<file path="src/rtl/uart_rx_param_if.sv">
// Receive-side frame handshake bundle for uart_rx_param.
// The master drives the received frame and its flags; the slave accepts it with rx_ready.
// Defining UART_RX_PARITY_EN adds the parity_err flag to the bundle.
interface uart_rx_param_if #(
   parameter int DATA_W = 8
) ();
   logic [DATA_W-1:0] rx_data;
   logic              rx_valid;
   logic              rx_ready;
   logic              frame_err;
   logic              overrun_err;
`ifdef UART_RX_PARITY_EN
   logic              parity_err;

   modport master (
      output rx_data, rx_valid, frame_err, overrun_err, parity_err,
      input  rx_ready
   );

   modport slave (
      input  rx_data, rx_valid, frame_err, overrun_err, parity_err,
      output rx_ready
   );
`else
   modport master (
      output rx_data, rx_valid, frame_err, overrun_err,
      input  rx_ready
   );

   modport slave (
      input  rx_data, rx_valid, frame_err, overrun_err,
      output rx_ready
   );
`endif
endinterface

</file>
<file path="src/rtl/uart_rx_param.sv">
// Parametrised oversampling UART receiver.
// Runtime data length (5..DATA_W, clamped) and one or two stop bits.
// Frames are delivered over uart_rx_param_if with framing and overrun flags.
// Optional parity checking is compiled in with the macro UART_RX_PARITY_EN.
// Assumes DATA_W >= 5 and OVS even and >= 8.
module uart_rx_param #(
   parameter int DATA_W      = 8,
   parameter int OVS         = 16,
   parameter int SYNC_STAGES = 2
) (
   input  logic                 clk,
   input  logic                 rst_n,
   input  logic                 tick,
   input  logic                 rx_en,
   input  logic                 rx,
   input  logic [3:0]           n_bits,
   input  logic                 stop_bits,
`ifdef UART_RX_PARITY_EN
   input  logic [1:0]           parity_mode,
`endif
   output logic                 busy,
   uart_rx_param_if.master      bus
);

   localparam int TW = $clog2(OVS);
   localparam int BW = $clog2(DATA_W + 1);
   localparam logic [TW-1:0] T_MID = TW'(OVS / 2 - 1);
   localparam logic [TW-1:0] T_END = TW'(OVS - 1);

   typedef enum logic [2:0] {
      S_IDLE,
      S_START,
      S_DATA,
`ifdef UART_RX_PARITY_EN
      S_PAR,
`endif
      S_STOP
   } state_t;

   // Clamp the requested data length into the supported 5..DATA_W range.
   function automatic logic [BW-1:0] clamp_nbits(input logic [3:0] nb);
      logic [BW-1:0] res;
      if (nb < 4'd5)
         res = BW'(5);
      else if (int'(nb) > DATA_W)
         res = BW'(DATA_W);
      else
         res = BW'(nb);
      return res;
   endfunction

   state_t              state, state_nx;
   logic [SYNC_STAGES-1:0] sync;
   logic                rx_s;
   logic [TW-1:0]       tcnt;
   logic [BW-1:0]       bcnt;
   logic [BW-1:0]       nbits_l;
   logic                stop2_l;
   logic                stop_idx;
   logic [DATA_W-1:0]   shreg;
   logic                ferr_acc;
   logic                done_p1;

   logic                tcnt_clr;
   logic                tcnt_inc;
   logic                start_ok;
   logic                data_smp;
   logic                stop_smp;
   logic                stop_last;
   logic                at_mid;
   logic                at_end;
   logic                last_data;

`ifdef UART_RX_PARITY_EN
   logic [1:0]          par_l;
   logic                perr_acc;
   logic                par_smp;
   logic                par_on;

   assign par_on = (par_l == 2'b01) || (par_l == 2'b10);
`endif

   assign rx_s      = sync[SYNC_STAGES-1];
   assign at_mid    = (tcnt == T_MID);
   assign at_end    = (tcnt == T_END);
   assign last_data = (bcnt == nbits_l - BW'(1));
   assign busy      = (state != S_IDLE);

   // Bring the asynchronous line into the clk domain; idle level is high.
   always_ff @(posedge clk or negedge rst_n) begin
      if (!rst_n)
         sync <= '1;
      else
         sync <= {sync[SYNC_STAGES-2:0], rx};
   end

   // FSM state register.
   always_ff @(posedge clk or negedge rst_n) begin
      if (!rst_n)
         state <= S_IDLE;
      else
         state <= state_nx;
   end

   // Next-state and per-tick control strobes; nothing advances without tick.
   always_comb begin
      state_nx  = state;
      tcnt_clr  = 1'b0;
      tcnt_inc  = 1'b0;
      start_ok  = 1'b0;
      data_smp  = 1'b0;
      stop_smp  = 1'b0;
      stop_last = 1'b0;
`ifdef UART_RX_PARITY_EN
      par_smp   = 1'b0;
`endif
      case (state)
         S_IDLE: begin
            if (tick && rx_en && !rx_s) begin
               state_nx = S_START;
               tcnt_clr = 1'b1;
            end
         end
         S_START: begin
            if (tick) begin
               if (at_mid) begin
                  tcnt_clr = 1'b1;
                  if (rx_s) begin
                     state_nx = S_IDLE;
                  end else begin
                     state_nx = S_DATA;
                     start_ok = 1'b1;
                  end
               end else begin
                  tcnt_inc = 1'b1;
               end
            end
         end
         S_DATA: begin
            if (tick) begin
               if (at_end) begin
                  tcnt_clr = 1'b1;
                  data_smp = 1'b1;
                  if (last_data) begin
`ifdef UART_RX_PARITY_EN
                     state_nx = par_on ? S_PAR : S_STOP;
`else
                     state_nx = S_STOP;
`endif
                  end
               end else begin
                  tcnt_inc = 1'b1;
               end
            end
         end
`ifdef UART_RX_PARITY_EN
         S_PAR: begin
            if (tick) begin
               if (at_end) begin
                  tcnt_clr = 1'b1;
                  par_smp  = 1'b1;
                  state_nx = S_STOP;
               end else begin
                  tcnt_inc = 1'b1;
               end
            end
         end
`endif
         S_STOP: begin
            if (tick) begin
               if (at_end) begin
                  tcnt_clr = 1'b1;
                  stop_smp = 1'b1;
                  // Leave at the last mid-stop sample so the next start edge is seen early.
                  if (!stop2_l || stop_idx) begin
                     stop_last = 1'b1;
                     state_nx  = S_IDLE;
                  end
               end else begin
                  tcnt_inc = 1'b1;
               end
            end
         end
         default: state_nx = S_IDLE;
      endcase
   end

   // Oversample tick counter, data bit counter and stop bit index.
   always_ff @(posedge clk or negedge rst_n) begin
      if (!rst_n) begin
         tcnt     <= '0;
         bcnt     <= '0;
         stop_idx <= 1'b0;
      end else begin
         if (tcnt_clr)
            tcnt <= '0;
         else if (tcnt_inc)
            tcnt <= tcnt + TW'(1);
         if (start_ok)
            bcnt <= '0;
         else if (data_smp)
            bcnt <= bcnt + BW'(1);
         if (start_ok)
            stop_idx <= 1'b0;
         else if (stop_smp)
            stop_idx <= 1'b1;
      end
   end

   // Per-frame settings latched at start validation, shift register and error accumulators.
   always_ff @(posedge clk or negedge rst_n) begin
      if (!rst_n) begin
         nbits_l  <= BW'(5);
         stop2_l  <= 1'b0;
         shreg    <= '0;
         ferr_acc <= 1'b0;
         done_p1  <= 1'b0;
`ifdef UART_RX_PARITY_EN
         par_l    <= 2'b00;
         perr_acc <= 1'b0;
`endif
      end else begin
         done_p1 <= stop_last;
         if (start_ok) begin
            nbits_l  <= clamp_nbits(n_bits);
            stop2_l  <= stop_bits;
            shreg    <= '0;
            ferr_acc <= 1'b0;
`ifdef UART_RX_PARITY_EN
            par_l    <= parity_mode;
            perr_acc <= 1'b0;
`endif
         end
         // Bits land at their final position, so unused upper bits stay zero.
         if (data_smp)
            shreg <= shreg | (DATA_W'(rx_s) << bcnt);
         if (stop_smp && !rx_s)
            ferr_acc <= 1'b1;
`ifdef UART_RX_PARITY_EN
         // Even mode wants even total ones; odd mode inverts the sense.
         if (par_smp)
            perr_acc <= (^shreg) ^ rx_s ^ (par_l == 2'b10);
`endif
      end
   end

   // ---- output stage: frame presented one cycle after the final stop sample ----
   // Output handshake: load on completion, overwrite with overrun pulse, clear on accept.
   always_ff @(posedge clk or negedge rst_n) begin
      if (!rst_n) begin
         bus.rx_data     <= '0;
         bus.rx_valid    <= 1'b0;
         bus.frame_err   <= 1'b0;
         bus.overrun_err <= 1'b0;
`ifdef UART_RX_PARITY_EN
         bus.parity_err  <= 1'b0;
`endif
      end else begin
         bus.overrun_err <= 1'b0;
         if (done_p1) begin
            bus.rx_data     <= shreg;
            bus.frame_err   <= ferr_acc;
            bus.rx_valid    <= 1'b1;
            bus.overrun_err <= bus.rx_valid && !bus.rx_ready;
`ifdef UART_RX_PARITY_EN
            bus.parity_err  <= perr_acc;
`endif
         end else if (bus.rx_valid && bus.rx_ready) begin
            bus.rx_valid <= 1'b0;
         end
      end
   end

endmodule

</file>
<file path="src/flat_wrapper.sv">
// flat-port wrapper written by rule: the top's interface ports become plain ports
module uart_rx_param_flat 
#(
   parameter int DATA_W      = 8,
   parameter int OVS         = 16,
   parameter int SYNC_STAGES = 2
)
  (clk, rst_n, tick, rx_en, rx, n_bits, stop_bits, busy, bus_rx_data, bus_rx_valid, bus_frame_err, bus_overrun_err, bus_rx_ready);
  uart_rx_param_if #(.DATA_W(DATA_W)) bus_i ();
  input  logic clk;
  input  logic rst_n;
  input  logic tick;
  input  logic rx_en;
  input  logic rx;
  input  logic [3:0] n_bits;
  input  logic stop_bits;
  output logic busy;
  output wire logic [$bits(bus_i.rx_data)-1:0] bus_rx_data;
  output wire logic [$bits(bus_i.rx_valid)-1:0] bus_rx_valid;
  output wire logic [$bits(bus_i.frame_err)-1:0] bus_frame_err;
  output wire logic [$bits(bus_i.overrun_err)-1:0] bus_overrun_err;
  input wire logic [$bits(bus_i.rx_ready)-1:0] bus_rx_ready;
  assign bus_rx_data = bus_i.rx_data;
  assign bus_rx_valid = bus_i.rx_valid;
  assign bus_frame_err = bus_i.frame_err;
  assign bus_overrun_err = bus_i.overrun_err;
  assign bus_i.rx_ready = bus_rx_ready;
  uart_rx_param #(.DATA_W(DATA_W), .OVS(OVS), .SYNC_STAGES(SYNC_STAGES)) u_core (.clk(clk), .rst_n(rst_n), .tick(tick), .rx_en(rx_en), .rx(rx), .n_bits(n_bits), .stop_bits(stop_bits), .busy(busy), .bus(bus_i));
endmodule
</file>
<file path="config.mk">
export PLATFORM = sky130hd
export DESIGN_NAME = uart_rx_param_flat
export DESIGN_NICKNAME = d
export VERILOG_FILES = /design/src/rtl/uart_rx_param_if.sv /design/src/rtl/uart_rx_param.sv /design/src/flat_wrapper.sv
export SDC_FILE = /design/constraint.sdc
export NUM_CORES = 1
export LEC_CHECK = 0
export BUFFER_PORTS_ARGS = -buffer_cell sky130_fd_sc_hd__buf_2
export CORE_UTILIZATION = 55
export CTS_CLUSTER_SIZE = 10
export DETAILED_ROUTE_END_ITERATION = 7
export PLACE_DENSITY_LB_ADDON = 0.3
export SYNTH_ARGS = -nofsm -noshare
export SYNTH_HDL_FRONTEND = slang
export SYNTH_SLANG_ARGS = --single-unit
</file>
<file path="constraint.sdc">
create_clock -name clk -period 3 [get_ports clk]
set_input_delay 0.45 -clock clk [delete_from_list [all_inputs] [get_ports clk]]
set_output_delay 0.45 -clock clk [all_outputs]
set_load 0.005 [all_outputs]
</file>
* After elaboration in Yosys (flattened, before gate mapping)
Cells that the tools add are included.
Word-level totals: register bits after elaboration 40, output and inout bits 12, logic and storage cells 101
Operators by class: add/subtract/negate cells 3, $lt $le $gt $ge 2, equality and inequality tests 15, shift operators 1, muxes and demuxes 47, bitwise gates (word level) 1, reduce and logical (&&, ||, !) cells 18
Operator list (count):
- $mux W3 | 9
- $mux W1 | 26
- $mux W4 | 6
- $mux W8 | 2
- $ne A2 B1 Y1 const B | 6
- $pmux W3 S4 | 1
- $reduce_bool A2 Y1 | 5
- $reduce_and A9 Y1 | 1
- $add A4 B1 Y4 const B | 2
- $or A8 B8 Y8 | 1
- $shl A1 B4 Y8 | 1
- $eq A3 B2 Y1 const B | 2
- $ne A2 B2 Y1 const B | 3
- $logic_and A1 B1 Y1 | 5
- $eq A4 B3 Y1 const B | 1
- $eq A4 B4 Y1 | 1
- $eq A4 B4 Y1 const B | 1
- $gt A4 B4 Y1 const B | 1
- $lt A4 B3 Y1 const B | 1
- $sub A4 B1 Y4 const B | 1
- $eq A3 B1 Y1 const B | 1
- $logic_not A1 Y1 | 3
- $logic_not A3 Y1 | 1
- $pmux W1 S3 | 1
- other kinds (5) | 5

* Logic depth before layout (Yosys ltp)
Gate-level depths: netlist of run 1.
word-level depth 6, mapped depth 7, mapped depth without buffers 6

* Least setup slack after synthesis of run 1
OpenSTA, ideal clock, no wires.
kind reg2reg, start reg u_core.tcnt[0], end reg u_core.nbits_l[0], arrival time 1.698 ns, data required time 2.928 ns, path slack 1.231 ns, stages on the path, launching flop included 7, path buffers 1, period minus slack after synthesis 1.769 ns, cell sequence dfrtp_1 ha_1 nand2_2 or4_1 buf_2 or3_1 o21ai_1
Between the ends: word-level cells in the longest chain between the ends 4
RTL lines:
- start, declared | line uart_rx_param.sv:55 | logic [TW-1:0] tcnt;
- start signal, assigned | line uart_rx_param.sv:198 | tcnt <= tcnt + TW'(1);
- $eq A4 B3 Y1 | line uart_rx_param.sv:84 | assign at_mid = (tcnt == T_MID);
- $mux W1 | line uart_rx_param.sv:126 | if (at_mid) begin
- $mux W1 | line uart_rx_param.sv:125 | if (tick) begin
- $mux W1 | line uart_rx_param.sv:117 | case (state)
- end signal, assigned | line uart_rx_param.sv:225 | nbits_l <= clamp_nbits(n_bits);
- end, declared | line uart_rx_param.sv:57 | logic [BW-1:0] nbits_l;
No other way between the ends. A chain may end at the register's enable or synchronous reset.

* Worst setup path after layout of run 1
start reg u_core.tcnt[0], end reg u_core.nbits_l[1]
The elaborated chain is that of the path after synthesis.

==> summary.md, run 1 <==
| Metric | Value |
|---|---|
| Status | `complete, no violations` |
| Synth Area in Compound Gates | `0.114` |
| Adder-cell share of the synthesized area | `0.0212` |
| Multiplexer share of the synthesized area | `0.0629` |
| CTS sink cnt | `39` |
| CP delay by family, top | `simple AND/OR/NAND/NOR gates` |
| Leakage | `just under 1 nW` |
| Worst EP required | `3.28 ns` |
| CTS Buffer Depth | `2` |
| R2r startpoint | `u_core.tcnt[0]` |
| CTS tree | `done` |
| Critical path capture point type | `register` |
| Hold crit path type | `in2async` |
| Slowest CP cell | `or4_1` |
| Final Hold Fails | `0` |
| DRC violations left | `0` |
| Vias per cell | `5.53` |
| Post-DP HPWL | `2230 um` |
| Mean Syn Cell Area | `10.8 um2` |
| Cell Area, Synth | `around 0.0018 mm2` |
| Layout area overhead | `12.0%` |
| Clock slew at reported path FFs | `0.11 ns` |
| # hold bufs at CTS | `0` |
| Final WS setup | `0.857 ns` |
| Initial antenna violation count | `0` |
| Slew Limit Fails | `0` |
| Clk_skew | `0.00954 ns` |
| Crit path time final | `approximately 2.1 ns` |
| Power per standard cell area | `675 mW/mm2` |
| Post-CTS setup buffer count | `0` |
| WL final | `roughly 3200 um` |
| Post-synth EDFFs | `0` |
| I/O pin count | `23` |
| Cell Int Power | `just over 0.9 mW` |
| Initial Utilization | `0.580` |
| Predominant post-synthesis flop cell | `dfrtp_1` |
| CP max stage delay | `0.79 ns` |
| DR pass1 iterations | `4` |
| Sw Share | `0.324` |
| Core ar. | `slightly above 0.003 mm2` |
| Vias in the first global route | `about 1200` |
| Most instantiated library cell after synthesis | `dfrtp_1` |
| Cell variety after synth | `40` |
| GRT Resource Usage Total | `0.213` |
| Post-synth top cells | `35 x dfrtp_1, 16 x nand2_1, 11 x nor2_1` |
| Comb power frac | `0.203` |
| Seq cells post-synth | `39` |
| Synth warnings | `0` |
| CTS resizes | `0` |
| Drt wl/cell | `13.9 um` |
| Xor and xnor area share after synthesis | `0.0396` |
| Reg power frac | `0.538` |
| Post-synth ARST share | `1.00` |
| Worst-path cell chain | `ha_1, nand2_2, or4_1, or3_1, o21ai_1` |
| Max-slew headroom | `0.370` |
| Antenna cells | `0` |
| Fin Setup TNS | `0 ns` |
| Clock share of power | `0.259` |
| Simple-gate area share of the yosys netlist | `0.170` |
| Nets@finish | `199` |
| FMAX | `467 MHz` |
| Sw Pwr | `approximately 0.43 mW` |
| Global placement routability congestion | `0.863` |
| Die height | `between 50 and 60 um` |
| Final antenna-violating net count | `0` |
| Buffers on Ports | `22` |
| Largest net degree at the start of global routing | `40` |
| Die width | `slightly below 60 um` |
| Critical path startpoint | `u_core.tcnt[0]` |
| Crit share post-route | `0.714` |
| Layout cells sized above 1 | `0.263` |
| WP buf/inv | `0` |
| Area contributors post-synth | `dfrtp_1 50%, dfstp_2 5.9%, mux2_2 5.7%` |
| FP Rows | `20` |
| Max-cap check violation count | `0` |
| Sequential area share after synthesis | `0.554` |
| Startpoint Class | `register` |
| Area share of the largest cell type after synthesis | `0.495` |
| Placement Setup Slack | `0.891 ns` |
| Cts bufs inserted | `5` |
| Vias | `1271` |
| Worst reg-to-reg setup slack | `roughly 0.86 ns` |
| Gr ovfl total | `0` |
| RSZ-0062 raised after global routing | `false` |
| Largest family of logic cells by synthesized area | `simple AND/OR/NAND/NOR gates` |
| Die footprint | `0.00345 mm2` |
| DP Area | `0.00190 mm2` |
| Tot Pwr | `~1.3 mW` |
| Worst-Margin Slew | `0.938 ns` |
| Synth area leader | `dfrtp_1` |
| H-tree depth | `2` |
| 1st-iter DRT viols | `37` |
| Clock Tree Root | `clkbuf_4` |
| Final setup viols | `0` |
| Final core occ | `0.649` |
| Critical path arrival | `approximately 2.4 ns` |
| Max VDD drop | `0.356 mV` |
| Clock Latency Late Sink | `between 0.3 and 0.4 ns` |
| Post-Synthesis Cells | `164` |
| Worst-path fanout max | `16` |
| Setup Crit Path Kind | `reg2reg` |
| Synthesized Nets | `around 180` |
| First-pass GRT wire length | `roughly 5300 um` |
| Final Cell Area | `0.00198 mm2` |
==> worst register-to-register path: cells and delay by family, from the launching register on <==
family / cells / cell delay (ns)
adder cells (fa/ha/maj): 1 / 0.26
AND/OR/NAND/NOR: 3 / 1.34
flip-flops: 1 / 0.40
AO/OA/AOI/OAI: 1 / 0.08
==> layout make-up <==
class,count,area [um2]
fill,272,1070
sequential,39,981
multi-input combinational,108,721
timing repair buffer,22,110
tap,44,55.1
clock inverter,3,43.8
clock buffer,5,37.5
inverter,9,33.8
==> power by group through the flow <==
stage,sequential (mW),combinational (mW),clock [mW]
after floorplan,0.665,0.247,0
after global placement,0.720,0.249,0
after detailed placement,0.726,0.269,0
after CTS,0.717,0.275,0.354
after global routing,0.738,0.312,0.380
final,0.720,0.272,0.346
==> sequential cells by signal, summed over array words and instances (netlist names), 2 cells and up <==
register / count
u_core.state: 2
u_core.sync: 2
u_core.tcnt: 4
u_core.shreg: 8
u_core.bus.rx_data: 8
u_core.bcnt: 4
u_core.nbits_l: 4
==> final timing paths <==
kind | end | cells past startpoint
max | u_core.nbits_l[1] | 5
max in group asynchronous | u_core.state[0] | 1
min in group clk | u_core.sync[0] | 1
max reg2reg | u_core.nbits_l[1] | 5
min | u_core.tcnt[2] | 1
min reg2reg | u_core.sync[1] | 0
==> metrics by stage <==
stage	hold slack, ns	instances
after global placement	0.346	222
final	0.186	230
after global routing	0.167	230
after CTS	0.182	230
after detailed placement	0.353	222
after floorplan	0.154	164
==> metal layers <==
layer / routed length, um / global-route usage / vias up
met5: 0 / 0 / -
met4: 33 / 0.0680 / 0
met3: 145 / 0.0725 / 6
met2: 1650 / 0.365 / 31
met1: 1380 / 0.254 / 622
li1: - / - / 612
==> cell usage in the layout (no fill, tap or decap), types with 2 or more instances in the layout <==
cell type,synthesis,final
dfrtp_1,35,35
buf_2,3,22
nand2_1,16,16
nor2_1,11,11
inv_1,9,9
o21ai_0,9,9
mux2_2,9,9
nand3_1,5,5
xor2_1,5,5
a21oi_1,5,5
clkbuf_4,0,5
o31ai_1,4,4
dfstp_2,4,4
nand2b_1,3,3
a32o_1,3,3
o21ai_1,3,3
or3_1,3,3
xnor2_1,3,3
ha_1,3,3
or2_2,2,2
nor2b_1,2,2
and3_1,2,2
and2_1,2,2
nand4_1,2,2
==> kinds of logic (layout without fill, tap and decap cells) <==
| kind of cell | Yosys count | in the layout |
|---|---|---|
| AO/OA/AOI/OAI | 31 | 31 |
| XOR/XNOR | 8 | 8 |
| adder cells (fa/ha/maj) | 3 | 3 |
| AND/OR/NAND/NOR | 56 | 56 |
| buffers and inverters | 17 | 39 |
| multiplexers | 10 | 10 |
| flip-flops | 39 | 39 |
(Power assumes the default switching activity.)
==> run 2: changes to the inputs <==
==> constraint.sdc (replaced) <==
create_clock -name clk -period 2.15 [get_ports clk]
set_input_delay 0.3225 -clock clk [delete_from_list [all_inputs] [get_ports clk]]
set_output_delay 0.3225 -clock clk [all_outputs]
set_load 0.005 [all_outputs]
==> run 2 against run 1 <==
Against the previous run: wire length down 4.6%; clock skew barely moved; maximum frequency grew 6.9%; design area increased by 2.5%; worst setup slack worse by 0.71 ns; total power increased by 49%; sequential share of layout area shrank 1.2 points; critical path type unchanged; core utilization is 1.6 points higher; die area unchanged; sequential power grew 35%; global-route usage increased by 0.35 points.
==> summary.md, run 2 (same netlist as run 1, synthesis figures left out) <==
| Metric | Value |
|---|---|
| Antenna cells | `0 (unchanged)` |
| Clock Latency Late Sink | `0.35 ns (about the same)` |
| Die width | `58.7 um (unchanged)` |
| Layout cells sized above 1 | `0.274 (+0.0102)` |
| Leakage | `1.00 nW (+2.7%)` |
| Final Cell Area | `0.00203 mm2 (+2.5%)` |
| DRC violations left | `0 (unchanged)` |
| FMAX | `499 MHz (+6.9%)` |
| Hold crit path type | `in2async` |
| CTS sink cnt | `39 (unchanged)` |
| Max-cap check violation count | `0 (unchanged)` |
| Clock slew at reported path FFs | `0.11 ns (about the same)` |
| Worst-path fanout max | `10 (-6)` |
| Power per standard cell area | `979 mW/mm2 (+45%)` |
| Vias | `1270 (-0.079%)` |
| Crit share post-route | `0.933 (+0.218)` |
| RSZ-0062 raised after global routing | `false` |
| CTS resizes | `0 (unchanged)` |
| Cts bufs inserted | `5 (unchanged)` |
| Fin Setup TNS | `0 ns (unchanged)` |
| CP max stage delay | `0.70 ns (-0.09 ns)` |
| FP Rows | `20 (unchanged)` |
| Post-CTS setup buffer count | `0 (unchanged)` |
| Nets@finish | `203 (+2.0%)` |
| I/O pin count | `23 (unchanged)` |
| CP delay by family, top | `simple AND/OR/NAND/NOR gates` |
| DP Area | `0.00193 mm2 (+1.6%)` |
| Commonest non-fill, non-tap cell in the layout | `dfrtp_1` |
| Buffers on Ports | `22 (unchanged)` |
| CTS tree | `done` |
| Drt wl/cell | `13.1 um (-6.2%)` |
| Initial Utilization | `0.580 (unchanged)` |
| Slew Limit Fails | `0 (unchanged)` |
| H-tree depth | `2 (unchanged)` |
| Initial antenna violation count | `0 (unchanged)` |
| Global placement routability congestion | `0.880 (+2.0%)` |
| Startpoint Class | `register` |
| Critical path capture point type | `register` |
| Setup Crit Path Kind | `reg2reg` |
| WL final | `3060 um (-4.6%)` |
| Max-slew headroom | `0.457 (+0.0875)` |
| Die height | `58.7 um (unchanged)` |
| DR pass1 iterations | `4 (unchanged)` |
| Die footprint | `0.00345 mm2 (unchanged)` |
| # hold bufs at CTS | `0 (unchanged)` |
| Clock Tree Root | `clkbuf_4` |
| Worst-Margin Slew | `0.814 ns (-0.123 ns)` |
| WP buf/inv | `0 (unchanged)` |
| Post-DP HPWL | `2230 um (-0.24%)` |
| Core ar. | `0.00305 mm2 (unchanged)` |
| Vias per cell | `5.43 (-1.8%)` |
| GRT Resource Usage Total | `0.217 (+0.00350)` |
| Layout area overhead | `14.9%` |
| Max VDD drop | `0.647 mV (+82%)` |
| Largest net degree at the start of global routing | `40 (unchanged)` |
| Worst-path cell chain | `ha_1, nand2_2, or4_1, or3_1, o21ai_1` |
| Final setup viols | `0 (unchanged)` |
| Crit path time final | `2.01 ns (-0.137 ns)` |
| CTS Buffer Depth | `2 (unchanged)` |
| Worst EP required | `2.43 ns (-0.85 ns)` |
| Slowest CP cell | `or4_1` |
| Biggest regs | `u_core.bus.rx_data (8), u_core.shreg (8)` |
| 1st-iter DRT viols | `36 (-2.7%)` |
| Vias in the first global route | `1166 (-3.2%)` |
| Gr ovfl total | `0 (unchanged)` |
| Critical path arrival | `2.29 ns (-0.13 ns)` |
| Final Hold Fails | `0 (unchanged)` |
| Post-route insts no fill | `234 (+1.7%)` |
| Status | `complete, no violations` |
| Final antenna-violating net count | `0 (unchanged)` |
| First-pass GRT wire length | `5350 um (+0.90%)` |
| DP Cell Count | `226 (+1.8%)` |
| Most frequent cells in the layout | `35 x dfrtp_1, 22 x buf_2, 16 x nand2_1` |
| Clk_skew | `0.00909 ns (-0.000452 ns)` |
run 2: changes by cell type in the layout (fill, tap and decap cells not counted), sizes merged:
cell | before | now
buf | 22 | 26
bufinv | 1 | 2
clkbuf | 5 | 6
clkinv | 2 | 0
run 2: per-stage QoR:
step                      setup WS [ns]  utilization  power (mW)  hold slack, ns
after floorplan                   0.381            -        1.27          0.0269
after global placement            0.220        0.632        1.38           0.346
after detailed placement          0.153        0.632        1.41           0.348
after CTS                         0.134        0.666        2.00          0.0517
after global routing            0.00694        0.666        2.11          0.0465
final                             0.145        0.666        1.99          0.0536
run 2: worst reg2reg max path, stage by stage (launching register included):
cell,delay (ns)
dfrtp_1,0.39
ha_1,0.24
nand2_2,0.10
or4_1,0.70
or3_1,0.42
o21ai_1,0.09
run 2: area by class of cell:
cell class / count / area (um2)
tap: 44 / 55.1
clock buffer: 6 / 41.3
timing repair buffer: 26 / 140
fill: 250 / 1020
clock inverter: 2 / 60.1
inverter: 9 / 33.8
sequential: 39 / 981
multi-input combinational: 108 / 721
run 2: power by group:
part / switching (mW) / total, mW / leakage, nW / internal, mW
Clock: 0.234 / 0.596 / 0.0525 / 0.363
Combinational: 0.235 / 0.423 / 0.444 / 0.187
Sequential: 0.123 / 0.971 / 0.508 / 0.849
Total: 0.592 / 1.99 / 1.00 / 1.40
run 2: layer usage:
metal | wire length (um) | vias to the layer above | share of wire | GRT usage
li1 | - | 620 | - | -
met1 | 1380 | 601 | 0.45 | 0.282
met2 | 1440 | 41 | 0.47 | 0.323
met3 | 157 | 8 | 0.051 | 0.0659
met4 | 72 | 0 | 0.024 | 0.122
met5 | 0 | - | 0 | 0
run 2: path summary, 6_finish.rpt:
check / start / endpoint / slack (ns) / cells past startpoint
max in group asynchronous: rst_n / u_core.nbits_l[1] / 1.59 / 1
max reg2reg: u_core.tcnt[0] / u_core.nbits_l[0] / 0.14 / 5
min: rst_n / u_core.bcnt[1] / 0.05 / 1
max: u_core.tcnt[0] / u_core.nbits_l[0] / 0.14 / 5
min in group clk: rx / u_core.sync[0] / 0.06 / 1
min reg2reg: u_core.sync[0] / u_core.sync[1] / 0.36 / 0
